File: config.mk
export PLATFORM = sky130hd
export DESIGN_NAME = clint_smp_flat
export DESIGN_NICKNAME = d
export VERILOG_FILES = /design/src/rtl/clint_smp_if.sv /design/src/rtl/clint_smp.sv /design/src/flat_wrapper.sv
export SDC_FILE = /design/constraint.sdc
export NUM_CORES = 1
export LEC_CHECK = 0
export ABC_AREA = 1
export BUFFER_PORTS_ARGS = -buffer_cell sky130_fd_sc_hd__buf_2
export CORE_UTILIZATION = 42
export CTS_CLUSTER_SIZE = 10
export DETAILED_ROUTE_END_ITERATION = 16
export SLEW_MARGIN = 40
export SYNTH_ARGS = -nofsm -noshare
export SYNTH_HDL_FRONTEND = slang
export SYNTH_SLANG_ARGS = --single-unit
File: constraint.sdc
create_clock -name CLK -period 2.8 [get_ports CLK]
set_clock_uncertainty 0.15 [all_clocks]
set_input_delay 0.56 -clock CLK [delete_from_list [all_inputs] [get_ports CLK]]
set_output_delay 0.56 -clock CLK [all_outputs]
set_load 0.005 [all_outputs]
File: src/rtl/clint_smp_if.sv
// MMIO bus between the system memory controller (master) and the CLINT (slave).
// Carries one access per cycle in each direction; only a read produces a response.
interface clint_smp_if;
    // The master pulses w_req for a single cycle and qualifies it with w_we.
    // There is no ready signal because the slave accepts every request.
    // A read answers with r_rvalid high for exactly one cycle, one cycle after w_req,
    // and r_rdata keeps that value until the next read response.
    logic        w_req;
    logic        w_we;
    logic [15:0] w_addr;
    logic [31:0] w_wdata;
    logic [3:0]  w_be;
    logic [31:0] r_rdata;
    logic        r_rvalid;

    modport master (
        output w_req, w_we, w_addr, w_wdata, w_be,
        input  r_rdata, r_rvalid
    );

    modport slave (
        input  w_req, w_we, w_addr, w_wdata, w_be,
        output r_rdata, r_rvalid
    );
endinterface

File: src/rtl/clint_smp.sv
// Core-local interruptor: shared prescaled 64-bit mtime plus per-hart mtimecmp and msip,
// driving timer and software interrupt levels into the SMP cluster.
module clint_smp #(
    parameter int N_HARTS  = 1,
    parameter int TICK_DIV = 1
) (
    input  logic               CLK,
    input  logic               RST_X,
    clint_smp_if.slave         bus,
    output logic [63:0]        w_mtime,
    output logic [N_HARTS-1:0] w_mtip,
    output logic [N_HARTS-1:0] w_msip
);
    localparam int            PW        = (TICK_DIV > 1) ? $clog2(TICK_DIV) : 1;
    localparam logic [PW-1:0] PRESC_MAX = PW'(TICK_DIV - 1);

    logic [PW-1:0]      presc_q, presc_d;
    logic [63:0]        mtime_q, mtime_d;
    logic [63:0]        mtimecmp_q [N_HARTS];
    logic [63:0]        mtimecmp_d [N_HARTS];
    logic [N_HARTS-1:0] msip_q, msip_d;
    logic [N_HARTS-1:0] mtip_q, mtip_d;
    logic [31:0]        shadow_hi_q, shadow_hi_d;
    logic [31:0]        rdata_q, rdata_d;
    logic               rvalid_q, rvalid_d;

    logic [13:0] word;
    logic        wr, rd, tick;
    logic        msip_hit, cmp_hit, mtime_lo_hit, mtime_hi_hit;

    function automatic logic [31:0] merge_be(input logic [31:0] old_v,
                                             input logic [31:0] new_v,
                                             input logic [3:0]  be);
        logic [31:0] res;
        res = old_v;
        for (int b = 0; b < 4; b++) begin
            if (be[b]) res[8*b +: 8] = new_v[8*b +: 8];
        end
        return res;
    endfunction

    assign word         = bus.w_addr[15:2];
    assign wr           = bus.w_req & bus.w_we;
    assign rd           = bus.w_req & ~bus.w_we;
    assign tick         = (presc_q == PRESC_MAX);
    // Out-of-range hart indices never hit, so they fall through to read-0 / write-drop.
    assign msip_hit     = (word[13:3] == 11'h000) && (int'(word[2:0]) < N_HARTS);
    assign cmp_hit      = (word[13:4] == 10'h100) && (int'(word[3:1]) < N_HARTS);
    assign mtime_lo_hit = (word == 14'h2FFE);
    assign mtime_hi_hit = (word == 14'h2FFF);

    always_comb begin
        presc_d     = tick ? '0 : presc_q + PW'(1);
        mtime_d     = tick ? mtime_q + 64'd1 : mtime_q;
        msip_d      = msip_q;
        shadow_hi_d = shadow_hi_q;
        rdata_d     = rdata_q;
        rvalid_d    = rd;
        for (int h = 0; h < N_HARTS; h++) begin
            mtimecmp_d[h] = mtimecmp_q[h];
        end

        if (wr) begin
            for (int h = 0; h < N_HARTS; h++) begin
                if (msip_hit && word[2:0] == 3'(h) && bus.w_be[0]) begin
                    msip_d[h] = bus.w_wdata[0];
                end
                if (cmp_hit && word[3:1] == 3'(h)) begin
                    if (word[0]) begin
                        mtimecmp_d[h][63:32] = merge_be(mtimecmp_q[h][63:32], bus.w_wdata, bus.w_be);
                    end else begin
                        mtimecmp_d[h][31:0] = merge_be(mtimecmp_q[h][31:0], bus.w_wdata, bus.w_be);
                    end
                end
            end
            // A software write to mtime overrides this cycle's tick and restarts the prescaler.
            if (mtime_lo_hit) begin
                mtime_d = {mtime_q[63:32], merge_be(mtime_q[31:0], bus.w_wdata, bus.w_be)};
                presc_d = '0;
            end
            if (mtime_hi_hit) begin
                mtime_d = {merge_be(mtime_q[63:32], bus.w_wdata, bus.w_be), mtime_q[31:0]};
                presc_d = '0;
            end
        end

        if (rd) begin
            rdata_d = '0;
            for (int h = 0; h < N_HARTS; h++) begin
                if (msip_hit && word[2:0] == 3'(h)) rdata_d = {31'b0, msip_q[h]};
                if (cmp_hit && word[3:1] == 3'(h)) begin
                    rdata_d = word[0] ? mtimecmp_q[h][63:32] : mtimecmp_q[h][31:0];
                end
            end
            // The low-half read snapshots the high half so a lo-then-hi pair never tears.
            if (mtime_lo_hit) begin
                rdata_d     = mtime_q[31:0];
                shadow_hi_d = mtime_q[63:32];
            end
            if (mtime_hi_hit) rdata_d = shadow_hi_q;
        end

        for (int h = 0; h < N_HARTS; h++) begin
            mtip_d[h] = (mtime_d >= mtimecmp_d[h]);
        end
    end

    always_ff @(posedge CLK or negedge RST_X) begin
        if (!RST_X) begin
            presc_q     <= '0;
            mtime_q     <= '0;
            msip_q      <= '0;
            mtip_q      <= '0;
            shadow_hi_q <= '0;
            rdata_q     <= '0;
            rvalid_q    <= 1'b0;
            for (int h = 0; h < N_HARTS; h++) begin
                mtimecmp_q[h] <= '1;
            end
        end else begin
            presc_q     <= presc_d;
            mtime_q     <= mtime_d;
            msip_q      <= msip_d;
            mtip_q      <= mtip_d;
            shadow_hi_q <= shadow_hi_d;
            rdata_q     <= rdata_d;
            rvalid_q    <= rvalid_d;
            for (int h = 0; h < N_HARTS; h++) begin
                mtimecmp_q[h] <= mtimecmp_d[h];
            end
        end
    end

    assign bus.r_rdata  = rdata_q;
    assign bus.r_rvalid = rvalid_q;
    assign w_mtime      = mtime_q;
    assign w_mtip       = mtip_q;
    assign w_msip       = msip_q;
endmodule

File: src/flat_wrapper.sv
// flat-port wrapper written by rule: the top's interface ports become plain ports
module clint_smp_flat 
#(
    parameter int N_HARTS  = 1,
    parameter int TICK_DIV = 1
)
  (CLK, RST_X, w_mtime, w_mtip, w_msip, bus_w_req, bus_w_we, bus_w_addr, bus_w_wdata, bus_w_be, bus_r_rdata, bus_r_rvalid);
  clint_smp_if bus_i ();
  input  logic CLK;
  input  logic RST_X;
  output logic [63:0] w_mtime;
  output logic [N_HARTS-1:0] w_mtip;
  output logic [N_HARTS-1:0] w_msip;
  input wire logic [$bits(bus_i.w_req)-1:0] bus_w_req;
  input wire logic [$bits(bus_i.w_we)-1:0] bus_w_we;
  input wire logic [$bits(bus_i.w_addr)-1:0] bus_w_addr;
  input wire logic [$bits(bus_i.w_wdata)-1:0] bus_w_wdata;
  input wire logic [$bits(bus_i.w_be)-1:0] bus_w_be;
  output wire logic [$bits(bus_i.r_rdata)-1:0] bus_r_rdata;
  output wire logic [$bits(bus_i.r_rvalid)-1:0] bus_r_rvalid;
  assign bus_i.w_req = bus_w_req;
  assign bus_i.w_we = bus_w_we;
  assign bus_i.w_addr = bus_w_addr;
  assign bus_i.w_wdata = bus_w_wdata;
  assign bus_i.w_be = bus_w_be;
  assign bus_r_rdata = bus_i.r_rdata;
  assign bus_r_rvalid = bus_i.r_rvalid;
  clint_smp #(.N_HARTS(N_HARTS), .TICK_DIV(TICK_DIV)) u_core (.CLK(CLK), .RST_X(RST_X), .bus(bus_i), .w_mtime(w_mtime), .w_mtip(w_mtip), .w_msip(w_msip));
endmodule
==> impl_metrics.py <==
metrics = {
    "synth": {
        "netlist_top_cells_area": "dfrtp_1 22%, nand2_1 18%, dfstp_2 11%, o21ai_0 7.6%, nor2_1 6.7%",
        "synth.largest_area_cell": "dfrtp_1",
        "synth_ff_type": "dfrtp_1",
        "synth_seq_cells": 195,
        "netlist-cell-type-count": 46,
        "synthArstFlopShare": 1.00,
        "yosys-top-cells-count": "733 x nand2_1, 266 x nor2_1, 245 x inv_1, 228 x o21ai_0, 131 x dfrtp_1",
        "syn_inst": 2328,
        "yosysMostFrequentCell": "nand2_1",
        "ys_seq_area_frac": 0.331,
        "avgSynthCellArea_um2": 6.44,
        "synthesis.nets": 2449,
        "synth_area_mm2": 0.0150,
        "synth-edff-count": 0,
        "ys_warn_count": 0,
        "synth_top_cell_area_share": 0.219,
    },
    "floorplan": {
        "dieArea_mm2": 0.0364,
        "num_io_pins": 155,
        "die_w_um": 191,
        "core-area_mm2": 0.0348,
        "initial_core_util": 0.431,
        "die_h_um": 191,
        "rows": 68,
    },
    "grt": {
        "track_usage": 0.362,
        "grt_max_degree": 53,
        "grt_remaining_overflow": 0,
        "grt_antenna_before_repair": 1,
        "grt_pass1_wl_um": 97100,
        "grt_pass1_vias": 16474,
    },
    "sta": {
        "fmax_ghz": 0.312,
        "grt_setup_unrepaired": "yes",
        "fin_ws_ps": -405,
        "post-route-period-util": 1.14,
        "setup_viol": 1,
        "setup-tns-final_ps": -405,
        "min_period_ps": 3200,
        "finalHoldViolCount": 0,
        "worst_pin_slew_ps": 648,
        "finalMaxSlewViolations": 0,
        "max_slew_margin": 0.564,
        "whs_ps": 194,
    },
    "routing": {
        "drt-pass1-iter-count": 6,
        "routedWlPerCell_um": 19.8,
        "totalWireLength_um": 66000,
        "drt_iter0_markers": 1868,
        "viasPerCell": 5.36,
        "drtAntennaViolNets": 0,
        "route.vias.total": 17872,
        "drcViolationCount": 0,
    },
    "clocking": {
        "cts.sinks": 195,
        "clk_pin_slew_ps": 80,
        "cts_tree": "yes",
        "cts_buffers": 17,
        "htreeDepth": 4,
        "clk_latency_ps": 470,
        "clockBufferDepth": 2,
        "cts_root_buf": "clkbuf_16",
    },
    "hold_path": {
        "hp-class": "input port to flop",
    },
    "placement": {
        "dp_hpwl_um": 52900,
        "placed_cells": 3275,
        "pre_cts_ws_ps": -725,
        "place.port_buffers": 152,
        "dpl_cell_area_mm2": 0.0194,
        "place.gp.congestion": 1.03,
    },
    "power": {
        "swShare": 0.336,
        "p_clk_frac": 0.325,
        "powerDensity_mw_per_mm2": 384,
        "worst_ir_drop_vdd_v": 0.000488,
        "power_mw": 8.10,
        "p_int_mw": 5.38,
        "power.leakage_nw": 10.5,
        "p_seq_frac": 0.403,
        "power.share.combinational": 0.272,
        "switchingPower_mw": 2.72,
    },
    "worst_setup_path": {
        "crit_arrival_ps": 3460,
        "end_kind": "flop",
        "path_class": "flop to flop",
        "startpoint_type": "flop",
        "critPathMaxFanout": 3,
        "critPathRequiredTime_ps": 3060,
    },
    "cells_and_area": {
        "layout.nets": 2987,
        "final_area_mm2": 0.0211,
        "drive_gt1_frac": 0.337,
        "diodes": 0,
        "fin_util": 0.606,
        "area_delta_synth_final_pct": 40.7,
        "final_cells": 3334,
    },
    "outcome": {
        "status": "complete, but fails checks",
        "failed_checks": "setup timing",
    },
    "job": {
        "maxCapViolations": 0,
    },
}
## placed cells by master (no fill, tap or decap), types with 16 or more instances in the layout
cell type,Yosys,routed
nand2_1,733,676
buf_4,5,436
inv_1,245,239
o21ai_0,228,215
nor2_1,266,199
buf_2,24,151
a21oi_1,125,114
dfrtp_1,131,108
nand3_1,112,101
dfstp_2,64,64
nand2_2,18,63
ha_1,65,54
o21ai_1,43,51
nor2_2,10,48
nor2_4,8,37
nand4_1,37,37
o211ai_1,33,33
dfrtp_2,0,23
xor2_1,23,22
nor3_1,25,20
clkbuf_16,0,17
buf_12,0,16
## area by class of cell
cell class / instances / area, µm²
Multi-Input combinational cell: 1786 / 9510
Inverter: 253 / 957
Sequential cell: 195 / 4990
Clock buffer: 21 / 470
Fill cell: 3355 / 13700
Tap cell: 455 / 569
Clock inverter: 11 / 129
Timing Repair Buffer: 613 / 4460
## worst max-delay path: stages (launching register included)
cell,delay [ps]
dfrtp_1,410
ha_4,180
nand2_4,50
nor2_4,200
buf_6,140
nand2_2,90
nor2_4,130
buf_4,140
buf_4,120
nand4_1,120
nand3_1,90
nand2_1,50
nand3_1,60
nand2_1,90
ha_1,300
nand2_1,100
nor4_4,350
and3_4,250
nand2_1,50
nand3_1,70
## state kept, by name, indices dropped and copies added, names as in the netlist
| signal | count |
|---|---|
| u_core.mtimecmp_q | 64 |
| u_core.w_mtime | 64 |
| u_core.bus.r_rdata | 32 |
| u_core.shadow_hi_q | 32 |
| u_core.bus.r_rvalid | 1 |
| u_core.w_msip | 1 |
| u_core.w_mtip | 1 |
## logic make-up after synthesis
logic type | share of synthesized area
AOI/OAI and AO/OA | 0.158
and+or+nand+nor | 0.347
xor gates and xnor gates | 0.0169
adders and majority gates | 0.0543
buffers and inverters | 0.0923
DFF | 0.331
## power by group through the flow
stage,Combinational [mW],Clock [mW],Sequential (mW)
floorplan,0.932,0,3.27
global placement,1.95,0,3.28
detailed placement,1.98,0,3.28
CTS,2.01,2.65,3.24
global route,2.41,2.75,3.28
finish,2.20,2.63,3.27
## worst paths after layout
check | slack (ps) | startpoint | end | depth (start not counted)
max in group asynchronous | 1210 | RST_X | u_core.mtimecmp_q[60] | 3
min in group asynchronous | 480 | RST_X | u_core.w_mtime[44] | 2
max reg2reg | -400 | u_core.w_mtime[0] | u_core.w_mtip | 19
min reg2reg | 320 | u_core.bus.r_rdata[26] | u_core.bus.r_rdata[26] | 2
max | -400 | u_core.w_mtime[0] | u_core.w_mtip | 19
min | 190 | bus_w_wdata[2] | u_core.mtimecmp_q[2] | 3
## what timing repair did
| item | CTS | global route |
|---|---|---|
| endpoints found under the setup margin | 1 | 1 |
| hold endpoints to repair | 33 | 0 |
| pin swaps | 25 | 76 |
| hold buffers | 1 | 0 |
| buffers inserted | 7 | 19 |
| gates resized for setup | 44 | 214 |
## layer usage
layer  global-route usage  wire length (µm)
met2                0.501             26600
met3                0.130              7870
met1                0.519             30000
met4                0.108              1510
met5                    0                 9
(Power assumes the default switching activity.)
